<file path="src/rtl/monitor_comparacao_pkg.sv">
// Shared relation encodings and flag-decoding helpers for the comparator monitor.
// Imported by monitor_comparacao and contador_sat.
package monitor_comparacao_pkg;

  // Numeric order matches the up/down order ABAIXO < IGUAL < ACIMA.
  typedef enum logic [1:0] {
    ST_DESC   = 2'b00,
    ST_ABAIXO = 2'b01,
    ST_IGUAL  = 2'b10,
    ST_ACIMA  = 2'b11
  } estado_t;

  function automatic logic is_onehot(input logic [2:0] flags);
    return (flags == 3'b001) || (flags == 3'b010) || (flags == 3'b100);
  endfunction

  // flags = {aeqb, agtb, altb}; only meaningful when is_onehot(flags).
  function automatic estado_t flags_to_rel(input logic [2:0] flags);
    estado_t rel;
    rel = ST_DESC;
    if (flags[2])      rel = ST_IGUAL;
    else if (flags[1]) rel = ST_ACIMA;
    else if (flags[0]) rel = ST_ABAIXO;
    return rel;
  endfunction

endpackage

</file>
<file path="src/rtl/contador_sat.sv">
// Saturating up-counter used for the crossing count; holds at all-ones.
module contador_sat #(
  parameter int W = 8
) (
  input  logic         clk,
  input  logic         reset,
  input  logic         inc,
  output logic [W-1:0] q
);

  logic [W-1:0] r_q;

  // NOTE: sequential state is updated only with non-blocking assignments so every
  // flop samples the pre-edge values regardless of process ordering.
  always_ff @(posedge clk) begin
    if (reset)                  r_q <= '0;
    else if (inc && (r_q != '1)) r_q <= r_q + 1'b1;
  end

  assign q = r_q;

endmodule

</file>
<file path="src/rtl/monitor_comparacao.sv">
// Debounced relation tracker for the registered aeqb/agtb/altb comparator flags.
// Define MONCMP_CROSS_CNT_EN to build the saturating crossing counter on cruz_cnt.
module monitor_comparacao
  import monitor_comparacao_pkg::*;
#(
  parameter int DEBOUNCE = 3,
  parameter int CNT_W    = 8
) (
  input  logic             clk,
  input  logic             reset,
  input  logic             in_valid,
  input  logic             aeqb,
  input  logic             agtb,
  input  logic             altb,
  input  logic             erro_clr,
  output logic [1:0]       estado,
  output logic             evt_sobe,
  output logic             evt_desce,
  output logic             erro,
  output logic [CNT_W-1:0] cruz_cnt
);

  localparam int RUN_W = $clog2(DEBOUNCE + 1);
  localparam logic [RUN_W-1:0] RUN_TARGET = RUN_W'(DEBOUNCE);

  estado_t          r_estado, r_cand;
  logic [RUN_W-1:0] r_run;
  logic             r_erro, r_sobe, r_desce;

  logic [2:0]       w_flags;
  logic             w_legal;
  estado_t          w_rel;
  logic [RUN_W-1:0] w_nrun;
  estado_t          w_estado_nxt, w_cand_nxt;
  logic [RUN_W-1:0] w_run_nxt;
  logic             w_erro_nxt, w_sobe_nxt, w_desce_nxt;

  assign w_flags = {aeqb, agtb, altb};
  assign w_legal = is_onehot(w_flags);
  assign w_rel   = flags_to_rel(w_flags);
  assign w_nrun  = (w_rel == r_cand) ? r_run + 1'b1 : RUN_W'(1);

  // NOTE: every signal written here gets its default first, so no path leaves one
  // unassigned and no latch is inferred.
  always_comb begin
    w_estado_nxt = r_estado;
    w_cand_nxt   = r_cand;
    w_run_nxt    = r_run;
    w_erro_nxt   = r_erro & ~erro_clr;
    w_sobe_nxt   = 1'b0;
    w_desce_nxt  = 1'b0;

    if (in_valid) begin
      if (!w_legal) begin
        w_erro_nxt = 1'b1;
        w_cand_nxt = ST_DESC;
        w_run_nxt  = '0;
      end else if (w_rel == r_estado) begin
        w_cand_nxt = w_rel;
        w_run_nxt  = '0;
      end else begin
        w_cand_nxt = w_rel;
        if (w_nrun == RUN_TARGET) begin
          w_estado_nxt = w_rel;
          w_run_nxt    = '0;
          // Leaving DESC is an initial lock, not a crossing.
          if (r_estado != ST_DESC) begin
            w_sobe_nxt  = (w_rel > r_estado);
            w_desce_nxt = (w_rel < r_estado);
          end
        end else begin
          w_run_nxt = w_nrun;
        end
      end
    end
  end

  always_ff @(posedge clk) begin
    if (reset) begin
      r_estado <= ST_DESC;
      r_cand   <= ST_DESC;
      r_run    <= '0;
      r_erro   <= 1'b0;
      r_sobe   <= 1'b0;
      r_desce  <= 1'b0;
    end else begin
      r_estado <= w_estado_nxt;
      r_cand   <= w_cand_nxt;
      r_run    <= w_run_nxt;
      r_erro   <= w_erro_nxt;
      r_sobe   <= w_sobe_nxt;
      r_desce  <= w_desce_nxt;
    end
  end

  assign estado    = r_estado;
  assign evt_sobe  = r_sobe;
  assign evt_desce = r_desce;
  assign erro      = r_erro;

`ifdef MONCMP_CROSS_CNT_EN
  // Counts on the commit edge, so cruz_cnt steps together with the event pulse.
  contador_sat #(.W(CNT_W)) u_cruz_cnt (
    .clk   (clk),
    .reset (reset),
    .inc   (w_sobe_nxt | w_desce_nxt),
    .q     (cruz_cnt)
  );
`else
  assign cruz_cnt = {CNT_W{1'b0}};
`endif

endmodule

</file>
<file path="config.mk">
export PLATFORM = sky130hd
export DESIGN_NAME = monitor_comparacao
export DESIGN_NICKNAME = d
export VERILOG_FILES = /design/src/rtl/monitor_comparacao_pkg.sv /design/src/rtl/contador_sat.sv /design/src/rtl/monitor_comparacao.sv
export SDC_FILE = /design/constraint.sdc
export NUM_CORES = 1
export LEC_CHECK = 0
export CAP_MARGIN = 20
export CORE_AREA = 2 2 39 41
export CTS_BUF_LIST = sky130_fd_sc_hd__clkbuf_4
export CTS_CLUSTER_SIZE = 8
export DETAILED_ROUTE_END_ITERATION = 10
export DIE_AREA = 0 0 41 43
export PLACE_DENSITY = 0.76
export REMOVE_ABC_BUFFERS = 1
export SLEW_MARGIN = 10
export SYNTH_ARGS = -nofsm -noshare
export SYNTH_HDL_FRONTEND = slang
export SYNTH_SLANG_ARGS = --single-unit
</file>
<file path="constraint.sdc">
create_clock -name clk -period 4.7 [get_ports clk]
set_input_delay 0.47 -clock clk [delete_from_list [all_inputs] [get_ports clk]]
set_output_delay 0.47 -clock clk [all_outputs]
set_load 0.05 [all_outputs]
</file>
Word-level counts from Yosys, hierarchy flattened:

Cells that the tools add are included.

* flip-flop bits (word level): 9
* latch bits: 0
* bits in writable memories: 0
* bits in read-only memories: 0
* output and inout bits: 13
* word-level logic and storage cells: 37
* memories kept: 0

* $add $sub $neg: 1
* multiply operators: 0
* divide/modulo/power cells: 0
* $lt $le $gt $ge: 2
* equality and inequality tests: 6
* shift operators: 0
* mux-type cells: 10
* bitwise operators: 7
* reduce and logical (&&, ||, !) cells: 5

Operators with widths (count)
* 2-to-1 mux 2 bit: 7
* NOT 1 bit: 6
* OR reduction 6 bit: 1
* equality test 2 bit: 2
* AND reduction 4 bit: 1
* equality test 3 x 1 -> 1 bit, second input constant: 1
* equality test 3 x 2 -> 1 bit, second input constant: 1
* equality test 3 bit, second input constant: 1
* 2-to-1 mux 1 bit: 3
* adder 2 x 1 -> 2 bit, second input constant: 1
* equality test 2 bit, second input constant: 1
* greater-than comparator 2 bit: 1
* logical OR 1 bit: 2
* < comparator 2 bit: 1
* nonzero test 2 bit: 1
* AND 1 bit: 1

Logic depth before layout (Yosys ltp):

* depth after elaboration: 9
* mapped depth: 7
* depth with buffers taken out: 7

Least setup slack after synthesis:

OpenSTA, ideal clock, no wires.

* kind: register to register
* start point: register r_estado[1], in the netlist estado[1]
* end point: register r_estado[1], in the netlist estado[1]
* setup time: 0.135 ns
* data arrival time: 1.850 ns
* slack: 2.716 ns
* stages on the path, launching flop included: 8
* path buffers: 0
* period minus slack after synthesis: 1.984 ns
* cells stage by stage: dfxtp_1 -> inv_1 -> ha_1 -> a21boi_0 -> o211ai_1 -> a211o_4 -> nor2_1 -> a211oi_2

* cells in the longest elaborated chain, start to end: 3

RTL lines
* start, declared: RTL line monitor_comparacao.sv:26 `estado_t r_estado, r_cand;`
* start signal, assigned: RTL line monitor_comparacao.sv:87 `r_estado <= w_estado_nxt;`
* equality test 2 bit: RTL line monitor_comparacao.sv:58 `end else if (w_rel == r_estado) begin`
* NOT 1 bit (no source line)
* AND reduction 4 bit (no source line)

No other way between the ends.
A chain may end at the register's enable or synchronous reset.

Worst setup path in the final report:

* start point: input port aeqb
* end point: register r_estado[1], in the netlist estado[1]

* cells in the longest elaborated chain, start to end: 5

RTL lines
* start, declared: RTL line monitor_comparacao.sv:12 `input logic aeqb,`
* 2-to-1 mux 2 bit (*): RTL line monitor_comparacao_pkg.sv:21 `if (flags[2]) rel = ST_IGUAL;`
* via w_rel[1]: RTL line monitor_comparacao.sv:32 `estado_t w_rel;`
* equality test 2 bit: RTL line monitor_comparacao.sv:41 `assign w_nrun = (w_rel == r_cand) ? r_run + 1'b1 : RUN_W'(1);`
* 2-to-1 mux 2 bit: RTL line monitor_comparacao.sv:41
* equality test 2 bit: RTL line monitor_comparacao.sv:63 `if (w_nrun == RUN_TARGET) begin`
* AND reduction 4 bit (no source line)

The timed path passes the listed nets; every way through them passes the cells marked *.

==> run summary <==
Min Tclk post-route - 2320 ps
Element type at the critical path end - register
Post-synthesis cell type count - 29
Total Die Area - 0.00176 mm^2
Final setup margin - 2380 ps
IO buf count - 11
Kind of critical path - in -> reg
Commonest non-fill, non-tap cell in the layout - clkdlybuf4s50_1
Slew @ Worst Pin - 501 ps
Synth Register Bits - 9
Final nets - 87
CTS Buf Count - 3
Max FO, Critical Path - 7
Placeable Area - 0.00138 mm^2
Io pins - 20
# diodes - 0
Rel. slew slack - 0.665
Max_cap viols - 0
Layout cells sized above 1 - 0.143
Setup Fix Bufs, Post-CTS - 0
Final hold viol count - 0
Fmax - 0.430 GHz
Worst-skew pair later-pin latency - 260 ps
First-pass GRT wire length - 1570 um
Final setup fails - 0
Largest net degree at the start of global routing - 11
DPL Wire Length - 735 um
WHS Path Cells - 2
Avg Vias per Cell - 4.96
Clock transition at path regs - 70 ps
Unrepaired setup endpoints after global routing - false
GRT overflow - 0
Iteration-0 DRC Markers - 7
Via count - 461
Peak supply drop - 0.000188 V
CTS tree - done
R2R depth - 7
Final period util - 0.494
H-tree Lvls - 1
DIE HEIGHT - 43 um
Vias in the first global route - 390
Pre-CTS WS - 2120 ps
LEAKAGE - 0.255 nW
Placer congestion estimate - 0.785
Mapped cell area - 563 um^2
Routed WL per cell - 10.4 um
Sequential share of the synthesized area - 0.320
Post-Syn Instances - 64
Cell area power density - 273 mW/mm^2
Hold Path Class - reg -> reg
Post-route setup TNS - 0 ps
CTS max path bufs - 2
Post-CTS Resized - 0
Synthesized area per cell - 8.80 um^2
Row cnt - 14
Commonest cells after routing, fill and taps aside - clkdlybuf4s50_1 (11), dfxtp_1 (9), conb_1 (8)
Routed WL - 965 um
Clock tree sinks - 9
Remaining routing DRC violations - 0
Status - finished, final reports clean
Total GRT Usage - 0.133
Final ANT Viol Nets - 0
Die X - 41 um
Antenna violations before repair - 0
Setup crit start kind - input port
TritonRoute pass-1 iters - 2
Worst EP arrival - 2450 ps
Starting Density - 0.407
Area growth, synth to finish - 21.8%
Req. time, crit path - 4830 ps
Fin. max-slew vios - 0
Worst-case clock skew - 6.05 ps
CTS Root Cell - clkbuf_4
Synth Warn # - 0
# hold bufs at CTS - 0
-- worst paths after layout --
path | endpoint | from | slack (ps)
worst max register to register | estado[1]$_SDFFE_PP0P_ | estado[1]$_SDFFE_PP0P_ | 2990
worst min register to register | r_run[1]$_SDFFE_PP0P_ | r_run[1]$_SDFFE_PP0P_ | 500
worst max-delay path | estado[1]$_SDFFE_PP0P_ | aeqb | 2380
worst min-delay path | r_run[1]$_SDFFE_PP0P_ | r_run[1]$_SDFFE_PP0P_ | 500
-- routing by layer --
metal	vias up	global-route usage	wire length (um)
met3	2	0.0471	60
li1	234	-	-
met5	-	0	0
met2	16	0.181	432
met4	0	0.0600	9
met1	209	0.181	462
-- logic make-up after synthesis --
logic type,Yosys count,synth area share
compound gates,17,0.224
xor+xnor,3,0.0467
fa+ha+maj,2,0.0444
buf+inv,13,0.140
flops,9,0.320
other cells,1,0.00666
simple gates,19,0.218
-- report_power, final --
| part | internal, mW | switching [mW] |
|---|---|---|
| clock | 0.0385 | 0.0278 |
| combinational | 0.0130 | 0.0279 |
| sequential | 0.0783 | 0.00137 |
| total | 0.130 | 0.0571 |
-- critical path, cell delays in order --
cell and delay (ps):
clkdlybuf4s50_1 510, or2_4 320, ha_1 280, a21boi_0 190, o211ai_1 170, a211o_4 330
nor2_1 120, a211oi_2 50
-- cell type report --
cell class              instances  area (um^2)
fillers                       143          698
multi-input cells              49          330
flip-flops and latches          9          180
repair buffers                 11          110
clock buffers                   4         30.0
well taps                      16         20.0
inverters                       4         15.0
-- through the flow --
stage / hold WS (ps) / cells / utilization / power (mW) / instance area, um^2
after floorplan: 452 / 62 / - / 0.110 / 526
final: 502 / 93 / 0.495 / 0.187 / 686
after detailed placement: 494 / 89 / 0.474 / 0.122 / 656
after CTS: 506 / 93 / 0.495 / 0.188 / 686
after global placement: 479 / 89 / 0.474 / 0.122 / 656
after global routing: 550 / 93 / 0.495 / 0.198 / 686
-- flip-flops by register name, summed over array words and instances (netlist names) --
register	count
estado	2
r_cand	2
r_run	2
erro	1
evt_desce	1
evt_sobe	1
-- cells in the mapped netlist --
library cell | n | area share
a211oi_2 | 1 | 0.022
nor3_1 | 1 | 0.0089
nor2_1 | 6 | 0.040
ha_1 | 2 | 0.044
o31ai_1 | 1 | 0.013
buf_4 | 8 | 0.11
nor4_2 | 1 | 0.022
o21ai_0 | 3 | 0.027
conb_1 | 1 | 0.0067
a211o_4 | 1 | 0.031
nand2_1 | 3 | 0.020
dfxtp_1 | 9 | 0.32
o22ai_1 | 1 | 0.011
o211ai_1 | 1 | 0.013
buf_1 | 1 | 0.0067
a21oi_1 | 5 | 0.044
and3b_2 | 1 | 0.018
a21boi_0 | 1 | 0.013
or2_4 | 1 | 0.016
nand3b_1 | 1 | 0.013
o21bai_1 | 1 | 0.013
a2111o_1 | 1 | 0.020
a2bb2oi_1 | 1 | 0.016
xor2_1 | 2 | 0.031
nor4b_2 | 1 | 0.027
nor2b_1 | 3 | 0.033
inv_1 | 4 | 0.027
or3_4 | 1 | 0.020
xnor2_1 | 1 | 0.016
Power figures use the tool's default switching activity.
